$ cat config.mk
export PLATFORM = sky130hd
export DESIGN_NAME = imsic_msi_tx
export DESIGN_NICKNAME = d
export VERILOG_FILES = /design/src/rtl/imsic_pkg.sv /design/src/rtl/imsic_msi_tx_fifo.sv /design/src/rtl/imsic_msi_tx.sv
export SDC_FILE = /design/constraint.sdc
export NUM_CORES = 1
export LEC_CHECK = 0
export BUFFER_PORTS_ARGS = -buffer_cell sky130_fd_sc_hd__buf_4
export CELL_PAD_IN_SITES_DETAIL_PLACEMENT = 2
export CELL_PAD_IN_SITES_GLOBAL_PLACEMENT = 2
export CORE_ASPECT_RATIO = 1.5
export CORE_UTILIZATION = 32
export DETAILED_ROUTE_END_ITERATION = 10
export GPL_ROUTABILITY_DRIVEN = 1
export GPL_TIMING_DRIVEN = 0
export PLACE_DENSITY_LB_ADDON = 0.1
export SLEW_MARGIN = 15
export SYNTH_ARGS = -nofsm -noshare
export SYNTH_HDL_FRONTEND = slang
export SYNTH_SLANG_ARGS = --single-unit
$ cat constraint.sdc
create_clock -name clk -period 2.14 [get_ports clk]
set_input_delay 0.321 -clock clk [delete_from_list [all_inputs] [get_ports clk]]
set_output_delay 0.321 -clock clk [all_outputs]
set_load 0.005 [all_outputs]
$ cat src/rtl/imsic_pkg.sv
// Shared definitions for the IMSIC MSI transmitter and its cross-domain receiver.
//   msi_tx_state_e : transmitter FSM states (IDLE, HIGH, GUARD)
//   SETIPNUM_LSB / FILE_LSB / HART_LSB : field offsets inside MSI_INFO
//     for the default build (5-bit setipnum, 3-bit file). file_lsb() and
//     hart_lsb() give the same offsets for any other field widths.
package imsic_pkg;

    typedef enum logic [1:0] {
        ST_IDLE  = 2'd0,
        ST_HIGH  = 2'd1,
        ST_GUARD = 2'd2
    } msi_tx_state_e;

    localparam int unsigned SETIPNUM_LSB        = 0;
    localparam int unsigned DEF_NR_SRC_WIDTH    = 5;
    localparam int unsigned DEF_INTP_FILE_WIDTH = 3;
    localparam int unsigned FILE_LSB            = SETIPNUM_LSB + DEF_NR_SRC_WIDTH;
    localparam int unsigned HART_LSB            = FILE_LSB + DEF_INTP_FILE_WIDTH;

    function automatic int unsigned file_lsb(input int unsigned src_w);
        return SETIPNUM_LSB + src_w;
    endfunction

    function automatic int unsigned hart_lsb(input int unsigned src_w,
                                             input int unsigned file_w);
        return SETIPNUM_LSB + src_w + file_w;
    endfunction

endpackage

$ cat src/rtl/imsic_msi_tx_fifo.sv
// Synchronous FIFO queueing MSI_INFO words for imsic_msi_tx.
//   clk, rst     : clock, asynchronous active-high reset (empties the queue)
//   push, wdata  : write request / data
//   pop          : remove the head entry
//   rdata        : head entry (valid only when empty is low); a word written
//                  at an edge is visible from the following cycle only
//   full, empty  : occupancy flags
// A push while full is accepted when a pop happens in the same cycle.
module imsic_msi_tx_fifo #(
    parameter int unsigned DEPTH = 4,
    parameter int unsigned WIDTH = 10
) (
    input  logic             clk,
    input  logic             rst,
    input  logic             push,
    input  logic [WIDTH-1:0] wdata,
    input  logic             pop,
    output logic [WIDTH-1:0] rdata,
    output logic             full,
    output logic             empty
);

    localparam int unsigned AW = $clog2(DEPTH);

    logic [WIDTH-1:0] mem_q [DEPTH];
    logic [AW:0]      wr_ptr_q, wr_ptr_d;
    logic [AW:0]      rd_ptr_q, rd_ptr_d;
    logic             do_push, do_pop;

    // Pointers carry one extra wrap bit to tell full from empty.
    assign empty = (wr_ptr_q == rd_ptr_q);
    assign full  = (wr_ptr_q[AW] != rd_ptr_q[AW]) &&
                   (wr_ptr_q[AW-1:0] == rd_ptr_q[AW-1:0]);

    assign do_pop  = pop && !empty;
    assign do_push = push && (!full || do_pop);
    assign rdata   = mem_q[rd_ptr_q[AW-1:0]];

    always_comb begin
        wr_ptr_d = wr_ptr_q;
        rd_ptr_d = rd_ptr_q;
        if (do_push) wr_ptr_d = wr_ptr_q + (AW+1)'(1);
        if (do_pop)  rd_ptr_d = rd_ptr_q + (AW+1)'(1);
    end

    always_ff @(posedge clk or posedge rst) begin
        if (rst) begin
            wr_ptr_q <= '0;
            rd_ptr_q <= '0;
        end else begin
            wr_ptr_q <= wr_ptr_d;
            rd_ptr_q <= rd_ptr_d;
        end
    end

    always_ff @(posedge clk) begin
        if (do_push) mem_q[wr_ptr_q[AW-1:0]] <= wdata;
    end

endmodule

$ cat src/rtl/imsic_msi_tx.sv
// IMSIC MSI transmitter: accepts MSI write requests, filters illegal ones,
// and emits each legal request as a registered {hart, file, setipnum} word
// with a VLD_HIGH_CYCLES strobe followed by VLD_GUARD_CYCLES of hold time so
// a receiver in another clock domain can capture it safely.
//   clk, rst        : clock, asynchronous active-high reset
//   i_msi_vld/o_msi_rdy : request handshake
//   i_msi_hart_id, i_msi_file, i_msi_setipnum : request fields
//   o_msi_info      : {hart_id, file, setipnum}, setipnum in the LSBs
//   o_msi_info_vld  : strobe to the receiver
//   o_busy          : transfer in progress or requests queued
//   o_drop_cnt      : saturating count of filtered requests
// Build option: define IMSIC_MSI_TX_FIFO_EN to queue requests in a
// FIFO_DEPTH-entry FIFO; otherwise requests are taken only while idle.
module imsic_msi_tx
    import imsic_pkg::*;
#(
    parameter int unsigned NR_HARTS_WIDTH   = 2,
    parameter int unsigned NR_INTP_FILES    = 7,
    parameter int unsigned NR_SRC           = 32,
    parameter int unsigned VLD_HIGH_CYCLES  = 4,
    parameter int unsigned VLD_GUARD_CYCLES = 8,
    parameter int unsigned FIFO_DEPTH       = 4,
    localparam int unsigned NR_SRC_WIDTH    = $clog2(NR_SRC),
    localparam int unsigned INTP_FILE_WIDTH = $clog2(NR_INTP_FILES),
    localparam int unsigned MSI_INFO_WIDTH  = NR_HARTS_WIDTH + INTP_FILE_WIDTH + NR_SRC_WIDTH
) (
    input  logic                       clk,
    input  logic                       rst,
    input  logic                       i_msi_vld,
    output logic                       o_msi_rdy,
    input  logic [NR_HARTS_WIDTH-1:0]  i_msi_hart_id,
    input  logic [INTP_FILE_WIDTH-1:0] i_msi_file,
    input  logic [NR_SRC_WIDTH-1:0]    i_msi_setipnum,
    output logic [MSI_INFO_WIDTH-1:0]  o_msi_info,
    output logic                       o_msi_info_vld,
    output logic                       o_busy,
    output logic [7:0]                 o_drop_cnt
);

    localparam int unsigned CNT_MAX = (VLD_HIGH_CYCLES > VLD_GUARD_CYCLES) ?
                                      VLD_HIGH_CYCLES : VLD_GUARD_CYCLES;
    localparam int unsigned CNT_W   = (CNT_MAX > 1) ? $clog2(CNT_MAX) : 1;
    localparam logic [CNT_W-1:0] HIGH_LOAD  = CNT_W'(VLD_HIGH_CYCLES - 1);
    localparam logic [CNT_W-1:0] GUARD_LOAD = CNT_W'(VLD_GUARD_CYCLES - 1);
    localparam int unsigned F_LSB = file_lsb(NR_SRC_WIDTH);
    localparam int unsigned H_LSB = hart_lsb(NR_SRC_WIDTH, INTP_FILE_WIDTH);

    msi_tx_state_e             state_q, state_d;
    logic [CNT_W-1:0]          cnt_q, cnt_d;
    logic [MSI_INFO_WIDTH-1:0] msi_info_q, msi_info_d;
    logic                      msi_vld_q, msi_vld_d;
    logic [7:0]                drop_cnt_q, drop_cnt_d;

    logic [MSI_INFO_WIDTH-1:0] req_info;
    logic                      req_ok;
    logic                      req_acc;
    logic                      src_vld;
    logic [MSI_INFO_WIDTH-1:0] src_info;
    logic                      load;
    logic                      queue_empty;

    always_comb begin
        req_info = '0;
        req_info[SETIPNUM_LSB +: NR_SRC_WIDTH] = i_msi_setipnum;
        req_info[F_LSB +: INTP_FILE_WIDTH]     = i_msi_file;
        req_info[H_LSB +: NR_HARTS_WIDTH]      = i_msi_hart_id;
    end

    // setipnum 0 is reserved (no interrupt), so the receiver ignores it too.
    assign req_ok = (i_msi_setipnum != '0) &&
                    (32'(i_msi_setipnum) < NR_SRC) &&
                    (32'(i_msi_file) < NR_INTP_FILES);

    assign req_acc = i_msi_vld && o_msi_rdy;

`ifdef IMSIC_MSI_TX_FIFO_EN
    logic fifo_full;

    imsic_msi_tx_fifo #(
        .DEPTH (FIFO_DEPTH),
        .WIDTH (MSI_INFO_WIDTH)
    ) u_fifo (
        .clk   (clk),
        .rst   (rst),
        .push  (req_acc && req_ok),
        .wdata (req_info),
        .pop   (load),
        .rdata (src_info),
        .full  (fifo_full),
        .empty (queue_empty)
    );

    assign o_msi_rdy = !rst && !fifo_full;
    assign src_vld   = !queue_empty;
`else
    // Without a queue the request feeds the output register directly; the
    // handshake is only open while idle, so src_vld can only fire in IDLE.
    assign queue_empty = 1'b1;
    assign o_msi_rdy   = !rst && (state_q == ST_IDLE);
    assign src_vld     = req_acc && req_ok;
    assign src_info    = req_info;
`endif

    always_comb begin
        state_d    = state_q;
        cnt_d      = cnt_q;
        msi_info_d = msi_info_q;
        msi_vld_d  = msi_vld_q;
        load       = 1'b0;

        unique case (state_q)
            ST_IDLE: begin
                load = src_vld;
            end
            ST_HIGH: begin
                if (cnt_q == '0) begin
                    state_d   = ST_GUARD;
                    msi_vld_d = 1'b0;
                    cnt_d     = GUARD_LOAD;
                end else begin
                    cnt_d = cnt_q - 1'b1;
                end
            end
            ST_GUARD: begin
                // Guard expiry behaves as IDLE in the same cycle so a queued
                // request follows without a bubble.
                if (cnt_q == '0) begin
                    state_d = ST_IDLE;
                    load    = src_vld;
                end else begin
                    cnt_d = cnt_q - 1'b1;
                end
            end
            default: begin
                state_d = ST_IDLE;
            end
        endcase

        if (load) begin
            state_d    = ST_HIGH;
            msi_vld_d  = 1'b1;
            msi_info_d = src_info;
            cnt_d      = HIGH_LOAD;
        end
    end

    always_comb begin
        drop_cnt_d = drop_cnt_q;
        if (req_acc && !req_ok && (drop_cnt_q != 8'hFF))
            drop_cnt_d = drop_cnt_q + 8'd1;
    end

    // Reset clears o_msi_info asynchronously so a receiver sampling during
    // reset sees setipnum 0 and discards it.
    always_ff @(posedge clk or posedge rst) begin
        if (rst) begin
            state_q    <= ST_IDLE;
            cnt_q      <= '0;
            msi_info_q <= '0;
            msi_vld_q  <= 1'b0;
            drop_cnt_q <= '0;
        end else begin
            state_q    <= state_d;
            cnt_q      <= cnt_d;
            msi_info_q <= msi_info_d;
            msi_vld_q  <= msi_vld_d;
            drop_cnt_q <= drop_cnt_d;
        end
    end

    assign o_msi_info     = msi_info_q;
    assign o_msi_info_vld = msi_vld_q;
    assign o_drop_cnt     = drop_cnt_q;
    assign o_busy         = (state_q != ST_IDLE) || !queue_empty;

endmodule

==> report_table.html <==
<table>
<tr><th>Metric</th><th>Value</th></tr>
<tr><th colspan="2">Outcome</th></tr>
<tr><td>Status</td><td>finished clean</td></tr>
<tr><th colspan="2">Power</th></tr>
<tr><td>Clock share of power</td><td>16.6%</td></tr>
<tr><td>Logic gate share of total power</td><td>44.1%</td></tr>
<tr><td>Seq pwr share</td><td>between 30% and 40%</td></tr>
<tr><td>Pwr Density</td><td>1195 nW/µm²</td></tr>
<tr><td>Leakage power</td><td>around 0.74 nW</td></tr>
<tr><td>Net switching power</td><td>around 0.0006 W</td></tr>
<tr><td>Worst vdd rail ir drop</td><td>585.7 µV</td></tr>
<tr><td>Cell-internal power</td><td>approximately 0.0013 W</td></tr>
<tr><td>Switching share of power</td><td>between 30% and 40%</td></tr>
<tr><th colspan="2">Die</th></tr>
<tr><td>Initial core utilization</td><td>between 30% and 40%</td></tr>
<tr><td>Die outline height</td><td>~77 µm</td></tr>
<tr><td>Std cell rows</td><td>26</td></tr>
<tr><td>Horizontal die dimension</td><td>between 50 and 60 µm</td></tr>
<tr><td>I/O pin count</td><td>34</td></tr>
<tr><td>Core Area</td><td>3481 µm²</td></tr>
<tr><td>Total Die Area</td><td>around 4000 µm²</td></tr>
<tr><th colspan="2">Drt</th></tr>
<tr><td>Count of vias placed by the detailed router</td><td>895</td></tr>
<tr><td>Total wire length after detailed routing</td><td>~2800 µm</td></tr>
<tr><td>Number of design-rule violations left by the first detailed-router iteration</td><td>5</td></tr>
<tr><td>Per-cell routed wire length</td><td>16.13 µm</td></tr>
<tr><td>Post-route antenna net violation count</td><td>0</td></tr>
<tr><td>Detail-routed via count per cell</td><td>just over 5</td></tr>
<tr><td>Count of unresolved DRC violations after routing</td><td>0</td></tr>
<tr><td>Pre-antenna DRT Iters</td><td>3</td></tr>
<tr><th colspan="2">Setup path</th></tr>
<tr><td>Worst path most repeated cell</td><td>buf_6</td></tr>
<tr><td>Required time of the worst setup path</td><td>2.29 ns</td></tr>
<tr><td>End of the worst register-to-register path</td><td>o_msi_info[3]$_DFFE_PP0P_</td></tr>
<tr><td>Setup slack of the most critical reg-to-reg path</td><td>0.12 ns</td></tr>
<tr><td>Endpoint kind of the worst setup timing path</td><td>flop</td></tr>
<tr><td>Critical Setup Path Class</td><td>flop to flop</td></tr>
<tr><td>Critical-path cell with the highest stage delay</td><td>or4b_4</td></tr>
<tr><td>Startpoint type of the worst setup path</td><td>flop</td></tr>
<tr><td>CP max stage delay</td><td>approximately 0.55 ns</td></tr>
<tr><td>Worst setup path startpoint</td><td>state_q[0]$_DFFE_PP0P_</td></tr>
<tr><td>Critical Path End</td><td>o_msi_info[3]$_DFFE_PP0P_</td></tr>
<tr><td>FF-to-FF path depth</td><td>6</td></tr>
<tr><td>Largest fanout on the critical path</td><td>10</td></tr>
<tr><td>Critical path, cell by cell</td><td>buf_6, or4b_4, or2_1, buf_6, buf_12, mux2_4</td></tr>
<tr><td>Data arrival time of the worst path</td><td>around 2.2 ns</td></tr>
<tr><td>Critical R2R Launch</td><td>state_q[0]$_DFFE_PP0P_</td></tr>
<tr><th colspan="2">Global routing</th></tr>
<tr><td>Met1 track demand over resource</td><td>~18%</td></tr>
<tr><td>Vias in the first global route</td><td>1053</td></tr>
<tr><td>Initial antenna violation count</td><td>0</td></tr>
<tr><td>Total global routing overflow</td><td>0</td></tr>
<tr><td>Met3 usage</td><td>~1.6%</td></tr>
<tr><td>Met2 Use GR</td><td>~30%</td></tr>
<tr><td>Global-route wire length before repair</td><td>just under 5000 µm</td></tr>
<tr><td>Busiest grt layer</td><td>met2</td></tr>
<tr><td>Maximum number of pins on one net before global-route repair</td><td>25</td></tr>
<tr><td>Overall global routing resource usage</td><td>around 16%</td></tr>
<tr><th colspan="2">Clocking</th></tr>
<tr><td>Master cell of the clock root buffer</td><td>clkbuf_8</td></tr>
<tr><td>Number of buffers inserted during clock tree synthesis</td><td>3</td></tr>
<tr><td>Deepest clock path buffer count</td><td>2</td></tr>
<tr><td>Post-CTS Resized</td><td>0</td></tr>
<tr><td>Clock input transition at the sequential cells of the worst setup and hold paths</td><td>roughly 0.090 ns</td></tr>
<tr><td>Total number of H-tree levels</td><td>1</td></tr>
<tr><td>Clock latency at the later pin of the worst-skew pair</td><td>0.26 ns</td></tr>
<tr><td>Number of hold buffers added after CTS</td><td>0</td></tr>
<tr><td>Clock tree from TritonCTS</td><td>yes</td></tr>
<tr><td>Post-CTS setup buffers</td><td>0</td></tr>
<tr><td>Sinks on the clock net</td><td>24</td></tr>
<tr><th colspan="2">Placed design</th></tr>
<tr><td>Estimated wirelength of the detail-placed design</td><td>~2200 µm</td></tr>
<tr><td>Global placer's final weighted congestion</td><td>0.7099</td></tr>
<tr><td>Worst slack after detailed placement</td><td>-0.2504 ns</td></tr>
<tr><td>Count of buffers from port buffering</td><td>33</td></tr>
<tr><th colspan="2">Yosys</th></tr>
<tr><td>Yosys top cell by area</td><td>dfrtp_1</td></tr>
<tr><td>Total standard cell area after synthesis</td><td>roughly 1200 µm²</td></tr>
<tr><td>Xor/xnor cell area share of the yosys netlist</td><td>under 10%</td></tr>
<tr><td>Synthesized area divided by synthesized cell count</td><td>roughly 12 µm²</td></tr>
<tr><td>Fraction of synthesis flops using an asynchronous set or reset pin</td><td>100.0%</td></tr>
<tr><td>Synth area leaders</td><td>dfrtp_1, mux2_2, mux2_4</td></tr>
<tr><td>Simple-gate area share of the yosys netlist</td><td>~14%</td></tr>
<tr><td>Dominant combinational cell family by area after synthesis</td><td>simple AND/OR/NAND/NOR gates</td></tr>
<tr><td>Number of distinct standard cells referenced by the synthesized netlist</td><td>32</td></tr>
<tr><td>Yosys warnings</td><td>0</td></tr>
<tr><td>Synthesized netlist net count</td><td>between 100 and 150</td></tr>
<tr><td>Most repeated cell in the gate-level netlist after synthesis</td><td>dfrtp_1</td></tr>
<tr><td>Number of storage elements in the synthesis netlist</td><td>24</td></tr>
<tr><td>Post-synthesis mux area share</td><td>about an eighth</td></tr>
<tr><td>Ys flop type</td><td>dfrtp_1</td></tr>
<tr><td>Area share of the largest cell type after synthesis</td><td>around 50%</td></tr>
<tr><td>Synthesized-area fraction occupied by ao, oa, aoi and oai cells</td><td>a little under 9%</td></tr>
<tr><td>Adder-Cell Fraction of Synth Area</td><td>about 3.1%</td></tr>
<tr><td>Top cell types by occurrence after synthesis</td><td>dfrtp_1, xnor2_1, mux2_2</td></tr>
<tr><td>Synthesized instance count</td><td>between 90 and 100</td></tr>
<tr><td>Count of flip-flops with a built-in enable after synthesis</td><td>0</td></tr>
<tr><td>Fraction of the yosys area taken by sequential cells</td><td>50.37%</td></tr>
<tr><th colspan="2">Cells and area</th></tr>
<tr><td>Final net count</td><td>around 150</td></tr>
<tr><td>Layout overhead on the synthesized area</td><td>30.12%</td></tr>
<tr><td>Share of layout cells above drive strength 1</td><td>41.79%</td></tr>
<tr><td>Share of the core filled with cells</td><td>approximately 45%</td></tr>
<tr><td>Antenna diode count</td><td>0</td></tr>
<tr><td>Fill count</td><td>between 300 and 400</td></tr>
<tr><th colspan="2">Timing</th></tr>
<tr><td>Number of setup violations in the final report</td><td>0</td></tr>
<tr><td>Largest clock skew in the final design</td><td>between 0.003 and 0.004 ns</td></tr>
<tr><td>Post-route setup slack</td><td>roughly 0.12 ns</td></tr>
<tr><td>Worst Max-Slew Pin Slew</td><td>about 0.93 ns</td></tr>
<tr><td>Final number of hold-violating endpoints</td><td>0</td></tr>
<tr><td>Clock period minus worst slack</td><td>between 2 and 2.5 ns</td></tr>
<tr><td>Count of final max-slew check failures</td><td>0</td></tr>
<tr><td>Slew Limit Headroom</td><td>37.72%</td></tr>
<tr><td>RSZ-0062 raised after global routing</td><td>false</td></tr>
<tr><td>Final worst hold slack</td><td>between 0.2 and 0.3 ns</td></tr>
<tr><td>Top achievable clock speed</td><td>0.4939 GHz</td></tr>
<tr><td>Final period util</td><td>between 90% and 100%</td></tr>
<tr><th colspan="2">Hold path</th></tr>
<tr><td>Hold Crit Class</td><td>primary input to asynchronous set/reset pin</td></tr>
<tr><th colspan="2">Flow run</th></tr>
<tr><td>Max-cap violations</td><td>0</td></tr>
</table>
## layer usage
metal | vias to the layer above | share of wire (%)
li1 | 420 | -
met1 | 454 | 39
met2 | 19 | 57
met3 | 2 | 3.2
met4 | 0 | 0.85
met5 | - | 0
## layout make-up
| type | count | area, µm² | share of cell area (%) |
|---|---|---|---|
| sequential | 24 | 600.6 | 38.71 |
| clock buffer | 4 | 55.05 | 3.548 |
| tap | 42 | 52.55 | 3.387 |
| inverter | 4 | 15.01 | 0.9677 |
| buffer | 4 | 46.29 | 2.984 |
| timing repair buffer | 33 | 247.7 | 15.97 |
| multi-input combinational | 65 | 534.3 | 34.44 |
## critical path: cells and delay by family (launching register included)
kind / cells / cell delay, ns
AND/OR/NAND/NOR: 2 / 0.81
flip-flops: 1 / 0.39
buffers and inverters: 3 / 0.42
multiplexers: 1 / 0.29
## worst min-delay path by stage
stage | cells after the start | from | slack [ns] | to
2_1_floorplan | 1 | rst | 0.34 | cnt_q[0]$_DFFE_PP0P_
3_3_place_gp | 1 | o_drop_cnt[5]$_DFFE_PP0P_ | 0.48 | o_drop_cnt[5]$_DFFE_PP0P_
3_5_place_dp | 1 | o_msi_info[4]$_DFFE_PP0P_ | 0.50 | o_msi_info[4]$_DFFE_PP0P_
4_1_cts | 2 | i_msi_hart_id[0] | 0.28 | o_msi_info[8]$_DFFE_PP0P_
5_1_grt | 2 | i_msi_hart_id[0] | 0.28 | o_msi_info[8]$_DFFE_PP0P_
6_report | 2 | rst | 0.28 | state_q[1]$_DFFE_PP0P_
## logic make-up after synthesis
kind of cell | count (synthesis)
compound gates | 14
buf+inv | 8
mux | 12
fa+ha+maj | 3
flops | 24
xor+xnor | 8
simple gates | 28
## sequential cells by signal, indices dropped and copies added, names as in the netlist
signal,count
o_msi_info,10
o_msi_info_vld,1
o_drop_cnt,8
state_q,2
cnt_q,3
## power groups by stage
stage	Sequential, W	Clock, W	Combinational (W)
floorplan	0.000730	0	0.000473
global placement	0.000726	0	0.000794
detailed placement	0.000740	0	0.000833
CTS	0.000731	0.000320	0.000838
global route	0.000753	0.000327	0.000911
finish	0.000728	0.000308	0.000819
## through the flow
step                instances  area [µm²]  power [W]  TNS, ns
finish                    176        1551   0.001855        0
global route              176        1551   0.001991        0
CTS                       176        1548   0.001889        0
detailed placement        172        1493   0.001572   -2.176
global placement          172        1493   0.001520   -1.354
floorplan                  97        1192   0.001203        0
## cell usage in the layout (no fill, tap or decap), drive strengths merged, types with 4 or more instances in the layout
cell / count
nand2: 6
inv: 4
mux2: 12
nand3: 5
dfrtp: 24
buf: 36
clkbuf: 5
xnor2: 8
o21ai: 4
Note: power is estimated with default switching activity, not from simulation.
